File: config.mk
export PLATFORM = sky130hd
export DESIGN_NAME = cacheline_adaptor
export DESIGN_NICKNAME = d
export VERILOG_FILES = /design/src/rtl/cacheline_adaptor_pkg.sv /design/src/rtl/cacheline_adaptor.sv
export SDC_FILE = /design/constraint.sdc
export NUM_CORES = 1
export LEC_CHECK = 0
export ABC_AREA = 1
export BUFFER_PORTS_ARGS = -buffer_cell sky130_fd_sc_hd__buf_2
export CAP_MARGIN = 5
export CORE_AREA = 2 2 278 280
export CTS_CLUSTER_DIAMETER = 100
export DETAILED_ROUTE_END_ITERATION = 7
export DIE_AREA = 0 0 280 282
export GPL_TIMING_DRIVEN = 0
export HOLD_SLACK_MARGIN = 0.03
export PLACE_DENSITY = 0.58
export REMOVE_ABC_BUFFERS = 1
export SYNTH_ARGS = -nofsm -noshare
export SYNTH_HDL_FRONTEND = slang
export SYNTH_SLANG_ARGS = --single-unit
File: constraint.sdc
create_clock -name clk -period 3.93 [get_ports clk]
set_clock_uncertainty 0.15 [all_clocks]
set_input_delay 0.1965 -clock clk [delete_from_list [all_inputs] [get_ports clk]]
set_output_delay 0.1965 -clock clk [all_outputs]
set_load 0.02 [all_outputs]
File: src/rtl/cacheline_adaptor_pkg.sv
// Shared cache/memory types for the cacheline-to-burst adaptor.
// Line and beat geometry plus the adaptor's state encoding.
package cacheline_adaptor_pkg;

    localparam int LINE_W  = 256;
    localparam int BURST_W = 64;
    localparam int ADDR_W  = 32;

    typedef logic [LINE_W-1:0]  line_t;
    typedef logic [BURST_W-1:0] burst_t;

    typedef enum logic [1:0] {
        IDLE  = 2'd0,
        READ  = 2'd1,
        WRITE = 2'd2,
        DONE  = 2'd3
    } state_t;

endpackage

File: src/rtl/cacheline_adaptor.sv
// Turns one whole-cacheline read/write into a 4-beat memory burst and
// answers upstream with a single resp_o pulse per completed line.
module cacheline_adaptor #(
    parameter int LINE_W  = cacheline_adaptor_pkg::LINE_W,
    parameter int BURST_W = cacheline_adaptor_pkg::BURST_W,
    parameter int ADDR_W  = cacheline_adaptor_pkg::ADDR_W
) (
    input  logic               clk,
    input  logic               rst,
    input  logic [LINE_W-1:0]  line_i,
    output logic [LINE_W-1:0]  line_o,
    input  logic [ADDR_W-1:0]  address_i,
    input  logic               read_i,
    input  logic               write_i,
    output logic               resp_o,
    input  logic [BURST_W-1:0] burst_i,
    output logic [BURST_W-1:0] burst_o,
    output logic [ADDR_W-1:0]  address_o,
    output logic               read_o,
    output logic               write_o,
    input  logic               resp_i
);
    import cacheline_adaptor_pkg::*;

    localparam int BEATS = LINE_W / BURST_W;
    localparam int CNT_W = $clog2(BEATS);
    localparam int OFF_W = $clog2(LINE_W / 8);

    state_t             state;
    state_t             state_next;
    logic [CNT_W-1:0]   cnt;
    logic [LINE_W-1:0]  buffer;
    logic [ADDR_W-1:0]  aligned_addr;
    logic               last_beat;

    assign aligned_addr = {address_i[ADDR_W-1:OFF_W], {OFF_W{1'b0}}};
    assign last_beat    = (cnt == CNT_W'(BEATS - 1));

    // Write wins when both requests are high; DONE always falls back to IDLE
    always_comb begin
        state_next = state;
        case (state)
            IDLE: begin
                if (write_i) begin
                    state_next = WRITE;
                end else if (read_i) begin
                    state_next = READ;
                end
            end
            READ, WRITE: begin
                if (resp_i && last_beat) begin
                    state_next = DONE;
                end
            end
            DONE:    state_next = IDLE;
            default: state_next = IDLE;
        endcase
    end

    always_ff @(posedge clk) begin
        if (rst) begin
            state     <= IDLE;
            cnt       <= '0;
            buffer    <= '0;
            line_o    <= '0;
            address_o <= '0;
        end else begin
            state <= state_next;
            case (state)
                IDLE: begin
                    cnt <= '0;
                    if (write_i) begin
                        buffer    <= line_i;
                        address_o <= aligned_addr;
                    end else if (read_i) begin
                        address_o <= aligned_addr;
                    end
                end
                READ: begin
                    if (resp_i) begin
                        line_o[int'(cnt)*BURST_W +: BURST_W] <= burst_i;
                        cnt <= cnt + 1'b1;
                    end
                end
                WRITE: begin
                    if (resp_i) begin
                        cnt <= cnt + 1'b1;
                    end
                end
                default: ;
            endcase
        end
    end

    // Handshake outputs decode from state alone, so no input reaches an output
    assign read_o  = (state == READ);
    assign write_o = (state == WRITE);
    assign resp_o  = (state == DONE);
    assign burst_o = (state == WRITE) ? buffer[int'(cnt)*BURST_W +: BURST_W] : '0;

endmodule

==> summary.txt <==
Clock tree
  – Clock Tree Root: clkbuf_16
  – TritonCTS clock tree: yes
  – Clock-pin slew on the worst setup and hold paths: about 60 ps
  – Sink Count: ~540
  – Clk buf depth: 3
  – Level count of the clock H-tree: 3
  – Worst-Skew Late Latency: between 500 and 600 ps
  – TritonCTS buffer count: 66
  – Post-CTS setup buffers: 0

GRT
  – Initial antenna violation count: 12
  – Largest net degree at the start of global routing: roughly 140
  – Vias in the first global route: 23410
  – Aggregate global-route resource usage: 0.2173
  – First-pass GRT wire length: around 140 mm
  – Grt total ovfl: 0

Logic synthesis
  – Post-synth ARST share: 0
  – Most numerous cell in the Yosys netlist: nor2_1
  – Ys flop type: dfxtp_1
  – Area leader, netlist: dfxtp_1
  – Ys Warns: 0
  – Gate Count Post-Synth: around 3300
  – Share of the synthesized area in the top cell type: 0.4857
  – EDFF count, synth: 0
  – Synth top area cells: dfxtp_1 (49%), nor2_1 (14%), nand2_1 (9.6%), o21ai_0 (9.0%), a21oi_1 (8.6%)
  – Seq cells post-synth: 543
  – Top cells by count, synth: nor2_1 (863), nand2_1 (575), dfxtp_1 (543), o21ai_0 (404), a21oi_1 (386)
  – Post-synth cell types: 19
  – Area of the mapped netlist: 0.02238 sq mm
  – Seq/Total Area, Yosys: 0.4857
  – Syn_area_per_cell: slightly below 7 sq um

Placement
  – Number of placed instances, taps included: between 4000 and 5000
  – Post-DP HPWL: ~56 mm
  – Port Buf Inserts: ~700
  – Post-DP Area: ~0.027 sq mm
  – Placer Congestion: roughly 0.84
  – Pre-CTS setup slack: -263.8 ps

Timing
  – Worst-Margin Slew: ~1000 ps
  – Min Hold Slack: 233.7 ps
  – Final Slew Violations: 0
  – Rel. slew slack: 0.3242
  – Final worst-path cycle share: 0.9651
  – Hold Vio Cnt, Final: 0
  – Setup WS post-layout: ~140 ps
  – Setup TNS: 0 ps
  – Unrepaired setup endpoints after global routing: no
  – Clock period minus worst slack: 3793 ps
  – Max Freq: around 0.26 GHz
  – Final setup fails: 0

Layout
  – Fill cells: 7716
  – Post-layout util: 0.4294
  – Design area: ~0.033 sq mm
  – Area delta synth->final: 45.24%
  – Layout cells sized above 1: 0.2017
  – Register area: ~0.011 sq mm
  – Post-route insts no fill: 5187
  – Final-stage net count: 4518
  – Area of the multi-input gates: roughly 0.01 sq mm

Detailed routing
  – Via count: ~25000
  – DRT iter0 DRCs: about 1700
  – Routed len/inst: 17.43 microns
  – Drt first pass iters: 5
  – Via density: approximately 4.7
  – Wirelength, routed: 90.43 mm
  – Antenna viol nets, final: 0
  – DRC: 0

Setup path
  – Slowest cell on crit path: inv_6
  – CP bufs+invs: 6
  – Startpoint types: register
  – Crit path DAT: roughly 4200 ps
  – CP most frequent cell: buf_16
  – CP max stage delay: ~470 ps
  – Crit-path max FO: 75
  – CP cell instances: buf_16, inv_6, buf_16, ha_1, nand3_4, buf_16, inv_2, buf_12, o21ai_0, nor2_1
  – Req. time, crit path: roughly 4300 ps
  – CP Class: register to register
  – CP Capture Type: register
  – Crit path max-delay family: buffers and inverters

Pwr
  – P_leak: approximately 15 nW
  – Total Power: 19.34 mW
  – Worst ir drop on vdd: roughly 0.35 mV
  – Pwr dens: roughly 590 mW/mm^2

Floorplan
  – Die area: roughly 0.079 sq mm
  – Die height: 282 microns
  – I/O pins: 712
  – Starting Density: 0.2957
  – Site Rows: a little over 100
  – Core area: ~0.076 sq mm
  – Die width: about 280 microns

Run
  – Max_cap viols: 0

Hold path
  – Min-Delay Path Class: input port to register

Run status
  – Status: complete, no violations
==> cells by family (layout without fill, tap and decap cells) <==
group,after synthesis,after routing,share of synthesized area
DFF,543,543,0.4857
AOI/OAI and AO/OA,792,792,0.1774
buffers and inverters,402,1339,0.07357
adders and majority gates,9,9,0.005032
and+or+nand+nor,1511,1511,0.2581
other,1,15,0.0001676
==> final timing paths <==
path	start	endpoint	slack (ps)	depth (start not counted)
max	cnt[0]$_SDFFE_PP0P_	line_o[182]$_SDFFE_PP0P_	140	10
min	line_i[29]	buffer[29]$_SDFFE_PP0P_	230	4
max reg2reg	cnt[0]$_SDFFE_PP0P_	line_o[182]$_SDFFE_PP0P_	140	10
min reg2reg	buffer[122]$_SDFFE_PP0P_	buffer[122]$_SDFFE_PP0P_	300	2
==> routing by layer <==
metal  up-vias  wire length, microns  global-route usage
li1      12160                     -                   -
met1     11300                 37460              0.2633
met2       833                 43310              0.3674
met3       247                  5463             0.04127
met4         4                  4159              0.1107
met5         -                    34                   0
==> worst reg2reg max path, stage by stage (launching register included) <==
cell     delay (ps)
dfxtp_4         440
buf_16          220
inv_6           550
buf_16          370
ha_1            430
nand3_4         250
buf_16          330
inv_2           420
buf_12          290
o21ai_0         130
nor2_1          170
==> what timing repair did <==
item	4_1_cts	5_1_grt
endpoints found under the setup margin	64	54
hold endpoints to repair	543	0
resized for setup	1	1
hold buffers	353	0
==> cells in the final DEF (no fill, tap or decap), types with 7 or more instances in the layout <==
master / count
nand2_1: 572
diode_2: 10
o21ai_0: 404
nor2_1: 863
clkbuf_8: 12
inv_1: 136
nand3_1: 66
dlygate4sd3_1: 353
a21oi_1: 386
buf_16: 18
clkbuf_16: 68
buf_12: 8
clkbuf_1: 16
buf_2: 700
ha_1: 8
dfxtp_1: 541
clkinv_2: 7
==> sequential cells by signal, summed over array words and instances (netlist names) <==
signal and flops:
line_o 256, state 2, address_o 27, buffer 256
cnt 2
==> layout make-up <==
| type | instances | area share |
|---|---|---|
| Inverter | 144 | 0.01748 |
| Antenna cell | 10 | 0.0007699 |
| Sequential cell | 543 | 0.3347 |
| Multi-Input combinational cell | 2317 | 0.3065 |
| Clock buffer | 96 | 0.05928 |
| Timing Repair Buffer | 1080 | 0.2371 |
| Tap cell | 978 | 0.03765 |
| Clock inverter | 19 | 0.006544 |
==> where the power goes <==
part / total (mW) / switching, mW / internal [mW]
Sequential: 6.95 / 0.455 / 6.49
Clock: 6.09 / 2.53 / 3.56
Combinational: 6.30 / 4.22 / 2.08
Total: 19.3 / 7.21 / 12.1
No activity file was read; power rests on OpenSTA's default activity.
